**config.mk**
```make
export PLATFORM = sky130hd
export DESIGN_NAME = nco_phase_gen_flat
export DESIGN_NICKNAME = d
export VERILOG_FILES = /design/src/rtl/nco_phase_gen_if.sv /design/src/rtl/nco_phase_gen.sv /design/src/flat_wrapper.sv
export SDC_FILE = /design/constraint.sdc
export NUM_CORES = 1
export LEC_CHECK = 0
export BUFFER_PORTS_ARGS = -buffer_cell sky130_fd_sc_hd__buf_4
export CORE_MARGIN = 1.5
export CORE_UTILIZATION = 51
export CTS_CLUSTER_DIAMETER = 120
export DETAILED_ROUTE_END_ITERATION = 10
export PLACE_DENSITY = 0.8
export SYNTH_ARGS = -nofsm -noshare
export SYNTH_HDL_FRONTEND = slang
export SYNTH_SLANG_ARGS = --single-unit
```
**constraint.sdc**
```tcl
create_clock -name clk -period 5.6 [get_ports clk]
set_input_delay 1.12 -clock clk [delete_from_list [all_inputs] [get_ports clk]]
set_output_delay 1.12 -clock clk [all_outputs]
set_load 0.03 [all_outputs]
```
**src/rtl/nco_phase_gen_if.sv**
```systemverilog
// Control and angle bundle between the NCO and its driver.
// The driver owns the tuning/offset/dither controls; the NCO returns ack, angle and valid.
interface nco_phase_gen_if #(
    parameter int ACC_WIDTH = 32,
    parameter int OUT_WIDTH = 20
);
    logic [ACC_WIDTH-1:0] freq_in;
    logic                 freq_load;
    logic                 freq_ack;
    logic                 phase_clr;
    logic                 dither_en;
    logic [OUT_WIDTH-1:0] phase_off;
    logic [OUT_WIDTH-1:0] ain;
    logic                 phase_valid;

    modport master (
        output freq_in, freq_load, phase_clr, dither_en, phase_off,
        input  freq_ack, ain, phase_valid
    );

    modport slave (
        input  freq_in, freq_load, phase_clr, dither_en, phase_off,
        output freq_ack, ain, phase_valid
    );
endinterface

```
**src/rtl/nco_phase_gen.sv**
```systemverilog
// Phase-accumulator NCO producing the CORDIC rotation angle, with optional
// LFSR dither below the truncation point and a static phase offset.
module nco_phase_gen #(
    parameter int          ACC_WIDTH = 32,
    parameter int          OUT_WIDTH = 20,
    parameter logic [14:0] LFSR_SEED = 15'h0001
) (
    input  logic              clk,
    input  logic              reset,
    nco_phase_gen_if.slave    bus
);
    localparam int DITHER_WIDTH = ACC_WIDTH - OUT_WIDTH;

    logic [ACC_WIDTH-1:0]    acc_reg;
    logic [ACC_WIDTH-1:0]    freq_reg;
    logic [ACC_WIDTH-1:0]    pend_reg;
    logic                    pend_flag_reg;
    logic [14:0]             lfsr_reg;
    logic [14:0]             lfsr_next;
    logic [OUT_WIDTH-1:0]    ain_reg;
    logic [OUT_WIDTH-1:0]    ain_next;
    logic                    freq_ack_reg;
    logic [1:0]              valid_pipe_reg;
    logic [DITHER_WIDTH-1:0] dither_bits;
    logic                    dither_carry;

    genvar gi;

    // Fibonacci LFSR, x^15 + x^14 + 1, shifting left.
    assign lfsr_next[0] = lfsr_reg[14] ^ lfsr_reg[13];
    generate
        for (gi = 1; gi < 15; gi++) begin : g_lfsr_shift
            assign lfsr_next[gi] = lfsr_reg[gi-1];
        end
    endgenerate

    assign dither_bits = bus.dither_en ? lfsr_reg[DITHER_WIDTH-1:0] : '0;

    // Only the carry out of the dithered fraction reaches the output:
    // low + d overflows exactly when low > ~d.
    assign dither_carry = (acc_reg[DITHER_WIDTH-1:0] > ~dither_bits);

    assign ain_next = acc_reg[ACC_WIDTH-1 -: OUT_WIDTH]
                    + {{(OUT_WIDTH-1){1'b0}}, dither_carry}
                    + bus.phase_off;

    always_ff @(posedge clk) begin
        if (reset) begin
            acc_reg        <= '0;
            freq_reg       <= '0;
            pend_reg       <= '0;
            pend_flag_reg  <= 1'b0;
            lfsr_reg       <= LFSR_SEED;
            ain_reg        <= '0;
            freq_ack_reg   <= 1'b0;
            valid_pipe_reg <= 2'b00;
        end else begin
            lfsr_reg <= lfsr_next;

            if (bus.phase_clr) begin
                acc_reg <= '0;
            end else begin
                acc_reg <= acc_reg + freq_reg;
            end

            // Every strobe overwrites the pending word; a pending word always
            // transfers on the following edge, so the last strobe wins.
            if (bus.freq_load) begin
                pend_reg <= bus.freq_in;
            end
            pend_flag_reg <= bus.freq_load;
            if (pend_flag_reg) begin
                freq_reg <= pend_reg;
            end
            freq_ack_reg <= pend_flag_reg;

            ain_reg        <= ain_next;
            valid_pipe_reg <= {valid_pipe_reg[0], 1'b1};
        end
    end

    assign bus.ain         = ain_reg;
    assign bus.freq_ack    = freq_ack_reg;
    assign bus.phase_valid = valid_pipe_reg[1];
endmodule

```
**src/flat_wrapper.sv**
```systemverilog
// flat-port wrapper written by rule: the top's interface ports become plain ports
module nco_phase_gen_flat 
#(
    parameter int          ACC_WIDTH = 32,
    parameter int          OUT_WIDTH = 20,
    parameter logic [14:0] LFSR_SEED = 15'h0001
)
  (clk, reset, bus_freq_in, bus_freq_load, bus_phase_clr, bus_dither_en, bus_phase_off, bus_freq_ack, bus_ain, bus_phase_valid);
  nco_phase_gen_if #(.ACC_WIDTH(ACC_WIDTH), .OUT_WIDTH(OUT_WIDTH)) bus_i ();
  input  logic clk;
  input  logic reset;
  input wire logic [$bits(bus_i.freq_in)-1:0] bus_freq_in;
  input wire logic [$bits(bus_i.freq_load)-1:0] bus_freq_load;
  input wire logic [$bits(bus_i.phase_clr)-1:0] bus_phase_clr;
  input wire logic [$bits(bus_i.dither_en)-1:0] bus_dither_en;
  input wire logic [$bits(bus_i.phase_off)-1:0] bus_phase_off;
  output wire logic [$bits(bus_i.freq_ack)-1:0] bus_freq_ack;
  output wire logic [$bits(bus_i.ain)-1:0] bus_ain;
  output wire logic [$bits(bus_i.phase_valid)-1:0] bus_phase_valid;
  assign bus_i.freq_in = bus_freq_in;
  assign bus_i.freq_load = bus_freq_load;
  assign bus_i.phase_clr = bus_phase_clr;
  assign bus_i.dither_en = bus_dither_en;
  assign bus_i.phase_off = bus_phase_off;
  assign bus_freq_ack = bus_i.freq_ack;
  assign bus_ain = bus_i.ain;
  assign bus_phase_valid = bus_i.phase_valid;
  nco_phase_gen #(.ACC_WIDTH(ACC_WIDTH), .OUT_WIDTH(OUT_WIDTH), .LFSR_SEED(LFSR_SEED)) u_core (.clk(clk), .reset(reset), .bus(bus_i));
endmodule
```
After elaboration in Yosys (flattened, before gate mapping). Index checks and enable logic that the tools add are counted.

Register bits: 135. Memory bits (writable): 0. Bits in latches: 0. ROM bits: 0. Word-level logic and storage cells: 18. Memories kept: 0. Output and inout bits: 22. Input port bits: 57.

Magnitude comparators: 1. Multipliers: 0. Multiplexer cells: 2. Add/subtract/negate cells: 3. Shift-type cells: 0. Equal/unequal tests: 0. Bitwise operators: 2. Reduce and logical (&&, ||, !) cells: 1. Div/mod/pow operators: 0.

Operators with widths (count): adder 32 bit (1); adder 20 x 1 -> 20 bit (1); adder 20 bit (1); > comparator 12 bit (1); two-way mux 12 bit (1); inverter 12 bit (1); OR reduction 2 bit (1); two-way mux 1 bit (1); XOR 1 bit (1).

Longest topological paths before layout.
Depth after elaboration: 5. Depth in mapped cells: 19. Mapped depth without buffers: 18.

Worst setup path after synthesis. No wires, ideal clock.

Path kind: input-to-reg. Start: input port bus_dither_en. End: register u_core.ain_reg[18], in the netlist u_core.bus.ain[18]. Path slack: 0.887 ns. Stages on the path: 17. Setup time: 0.128 ns. Required time: 5.472 ns. Data arrival time: 4.586 ns. Buffers on the path: 1. Cells stage by stage: clkbuf_1 -> and2_1 -> ha_1 -> nand4_1 -> or2_2 -> o221ai_1 -> o21ai_0 -> fa_1 -> fa_1 -> and2b_1 -> o31a_1 -> o41ai_2 -> o31ai_1 -> a41oi_1 -> o311ai_2 -> xnor2_1 -> nor2_1.

Cells in the longest elaborated chain, start to end: 5.

Ends and longest elaborated chain: start: declaration (RTL line flat_wrapper.sv:15) `input wire logic [$bits(bus_i.dither_en)-1:0] bus_dither_en;`; two-way mux 12 bit (RTL line nco_phase_gen.sv:37) `assign dither_bits = bus.dither_en ? lfsr_reg[DITHER_WIDTH-1:0] : '0;`; inverter 12 bit (RTL line nco_phase_gen.sv:41) `assign dither_carry = (acc_reg[DITHER_WIDTH-1:0] > ~dither_bits);`; > comparator 12 bit (RTL line nco_phase_gen.sv:41); adder 20 x 1 -> 20 bit (RTL line nco_phase_gen.sv:44) `+ {{(OUT_WIDTH-1){1'b0}}, dither_carry}`; adder 20 bit (RTL line nco_phase_gen.sv:45) `+ bus.phase_off;`; end signal: assignment (RTL line nco_phase_gen.sv:77) `ain_reg <= ain_next;`; end: declaration (RTL line nco_phase_gen.sv:20) `logic [OUT_WIDTH-1:0] ain_reg;`.

No other way between the ends. A chain may end at the register's enable or synchronous reset.

Worst setup path in the final report. Ends and elaborated chain as after synthesis.

==> out/summary.txt <==
Synth Warn #: 0
PwrDens: 281 nW/um2
Req. time, crit path: 5890 ps
Setup violations, final: 0
Area growth syn-to-layout: 18.6%
H-tree depth: 4
worst path bufs/invs: 1
total gr overflow: 0
vias: 5408
WP data arrival: 5020 ps
Metal-1 WL: 7180 um
Initial Utilization: 0.520
Slowest-stage cell, CP: fa_1
layout cells sized above 1: 0.154
status: finished clean
final hold vios: 0
Most Frequent Cell on Critical Path: fa_1
placed insts: 969
Filler Cell Count: 1096
Ports: 79
Routed WL: 14800 um
crit path max fanout: 12
Tmin final: 4720 ps
Residual DRC: 0
Avg Vias per Cell: 5.41
top cell type's share of synthesized area: 0.394
Slew headroom: 0.289
syn nets: 862
Iter 0 DRT Violations: 380
nets@finish: 933
clk slew on worst S/H paths: 50 ps
CTS sink count: 135
Crit path max-delay family: compound AO/OA/AOI/OAI gates
Max Slew Vio Count: 0
Synth top cells by count: dfxtp_1 (135), nor2_1 (129), mux2i_1 (64), ha_1 (61), a21oi_1 (37)
max-cap check violation count: 0
Yosys top cell by area: dfxtp_1
Yosys cell types: 55
initial antenna violation count: 0
met2 wire length: 6600 um
number of global-route vias before repair: 5079
die area: 14200 um2
Worst Max-Slew Pin Slew: 1070 ps
CTS tree: done
Async SR Flop Fraction: 0
Final Util: 0.617
Setup Skew: 9.85 ps
fin area: 8140 um2
Post-CTS Resized: 0
num rows: 42
largest net degree at the start of global routing: 59
Sum Neg Setup Slack: 0 ps
critical path class: input port to flip-flop
hold-fix buffer count after cts: 0
Post-DRT Antenna Nets: 0
synthesized area: 6860 um2
CP max stage delay: 430 ps
Clock Latency Late Sink: 420 ps
Die H: 119 um
Synth Instances: 741
CTS Buf Count: 17
final period utilization: 0.843
Chip Width: 119 um
Synth area leaders: dfxtp_1 (39%), ha_1 (11%), mux2i_1 (9.3%)
Lkg Pwr: 0.00369 uW
Worst Setup End Kind: flip-flop
root buffer cell: clkbuf_16
Post-DP HPWL: 10600 um
most frequent cell after synthesis: dfxtp_1
fin cells: 1000
first-pass GRT wire length: 24600 um
core area: 13200 um2
TritonRoute pass-1 iters: 5
VDD IR max: 0.000242 V
Post-synth EDFFs: 0
startpoint type of the worst setup path: input port
Achievable Freq: 0.212 GHz
CP Cell Sequence: buf_4, and2_1, ha_1, nand4_1, or2_2, o221ai_1, o21ai_0, fa_1, fa_1, and2b_1, o31a_1, o41ai_2, o31ai_1, a41oi_1, o311ai_2, xnor2_1, nor2_1
WL/cell: 14.8 um
placed cell area: 7570 um2
register area share after synthesis: 0.394
Clock Tree Buf Depth: 2
ys flop type: dfxtp_1
Syn Area/Cell: 9.26 um2
antenna diode count: 0
Post CTS Setup Buffer Count: 0
routability congestion estimate: 0.896
met3 routed WL: 690 um
PortBufs: 78
RSZ-0062 raised after global routing: no
Synth Register Bits: 135
highest metal used: met4
total track usage: 0.219
Worst Hold Class: flip-flop to flip-flop
==> stage by stage <==
step / total power, uW / setup slack (ps) / hold slack, ps
after global placement: 1240 / 547 / 420
after detailed placement: 1240 / 459 / 430
after floorplan: 1170 / 887 / 414
after global routing: 2370 / 644 / 460
after CTS: 2300 / 897 / 455
final: 2290 / 878 / 449
==> cell families (layout without fill, tap and decap cells) <==
kind of cell,count (synthesis),count (layout),synth area share
AO/OA/AOI/OAI,144,144,0.148
XOR/XNOR,42,42,0.0536
adder cells (fa/ha/maj),64,64,0.120
flip-flops,135,135,0.394
buffers and inverters,49,132,0.0279
AND/OR/NAND/NOR,243,243,0.164
multiplexers,64,64,0.0934
==> worst reg2reg max path, stage by stage (launching register included) <==
cell and delay (ps):
dfxtp_1 320, and2_1 160, ha_1 290, nand4_1 110, or2_2 320, o221ai_1 180, o21ai_0 150, fa_1 430
fa_1 400, and2b_1 240, o31a_1 180, o41ai_2 90, o31ai_1 410, a41oi_1 280, o311ai_2 330, xnor2_1 150
nor2_1 50
==> cell type report <==
| class | count | area, um2 | share of cell area |
|---|---|---|---|
| multi-input cells | 557 | 3970 | 0.488 |
| repair buffers | 79 | 593 | 0.0729 |
| clock inverters | 7 | 68.8 | 0.00846 |
| inverters | 22 | 82.6 | 0.0101 |
| well taps | 176 | 220 | 0.0271 |
| clock buffers | 24 | 502 | 0.0617 |
| flip-flops and latches | 135 | 2700 | 0.332 |
==> per-layer routing <==
metal / up-vias / track usage
met2: 130 / 0.332
met3: 27 / 0.0469
met4: 0 / 0.0911
li1: 2731 / -
met5: - / 0
met1: 2520 / 0.301
==> final timing paths <==
path	start	endpoint	slack [ps]	cells after the start
max reg2reg	u_core.lfsr_reg[9]	u_core.bus.ain[18]	1400	16
min	u_core.lfsr_reg[12]	u_core.lfsr_reg[13]	450	1
min reg2reg	u_core.lfsr_reg[12]	u_core.lfsr_reg[13]	450	1
max	bus_dither_en	u_core.bus.ain[18]	880	17
==> report_power, final <==
group          internal [uW]  total [uW]  switching, uW
clock                    664        1060            400
combinational           93.8         202            109
sequential               996        1020           24.1
==> layout by cell type (no fill, tap or decap), types with 2 or more instances in the layout <==
cell and instances:
a21o_1 15, a31oi_1 7, clkbuf_16 17, clkbuf_1 2, o211ai_1 7, a21oi_1 37
dfxtp_1 134, nand2_1 25, nor2_1 129, a21oi_2 3, inv_1 22, and3_1 7
xor2_1 16, nand3_1 9, clkinv_2 3, o21bai_1 9, a41oi_1 2, o31a_1 4
o21ai_0 28, fa_1 3, nand2b_1 7, nor3_1 9, o41ai_2 2, and2_1 16
nand4_1 7, ha_1 61, mux2i_1 64, clkbuf_8 5, xnor2_1 26, o221ai_1 3
buf_4 79, a211oi_1 6, clkinvlp_4 2, o21a_1 3, a221oi_1 2, or2_2 4
o211a_1 2, nor2b_1 24
Note: power is estimated with default switching activity, not from simulation.
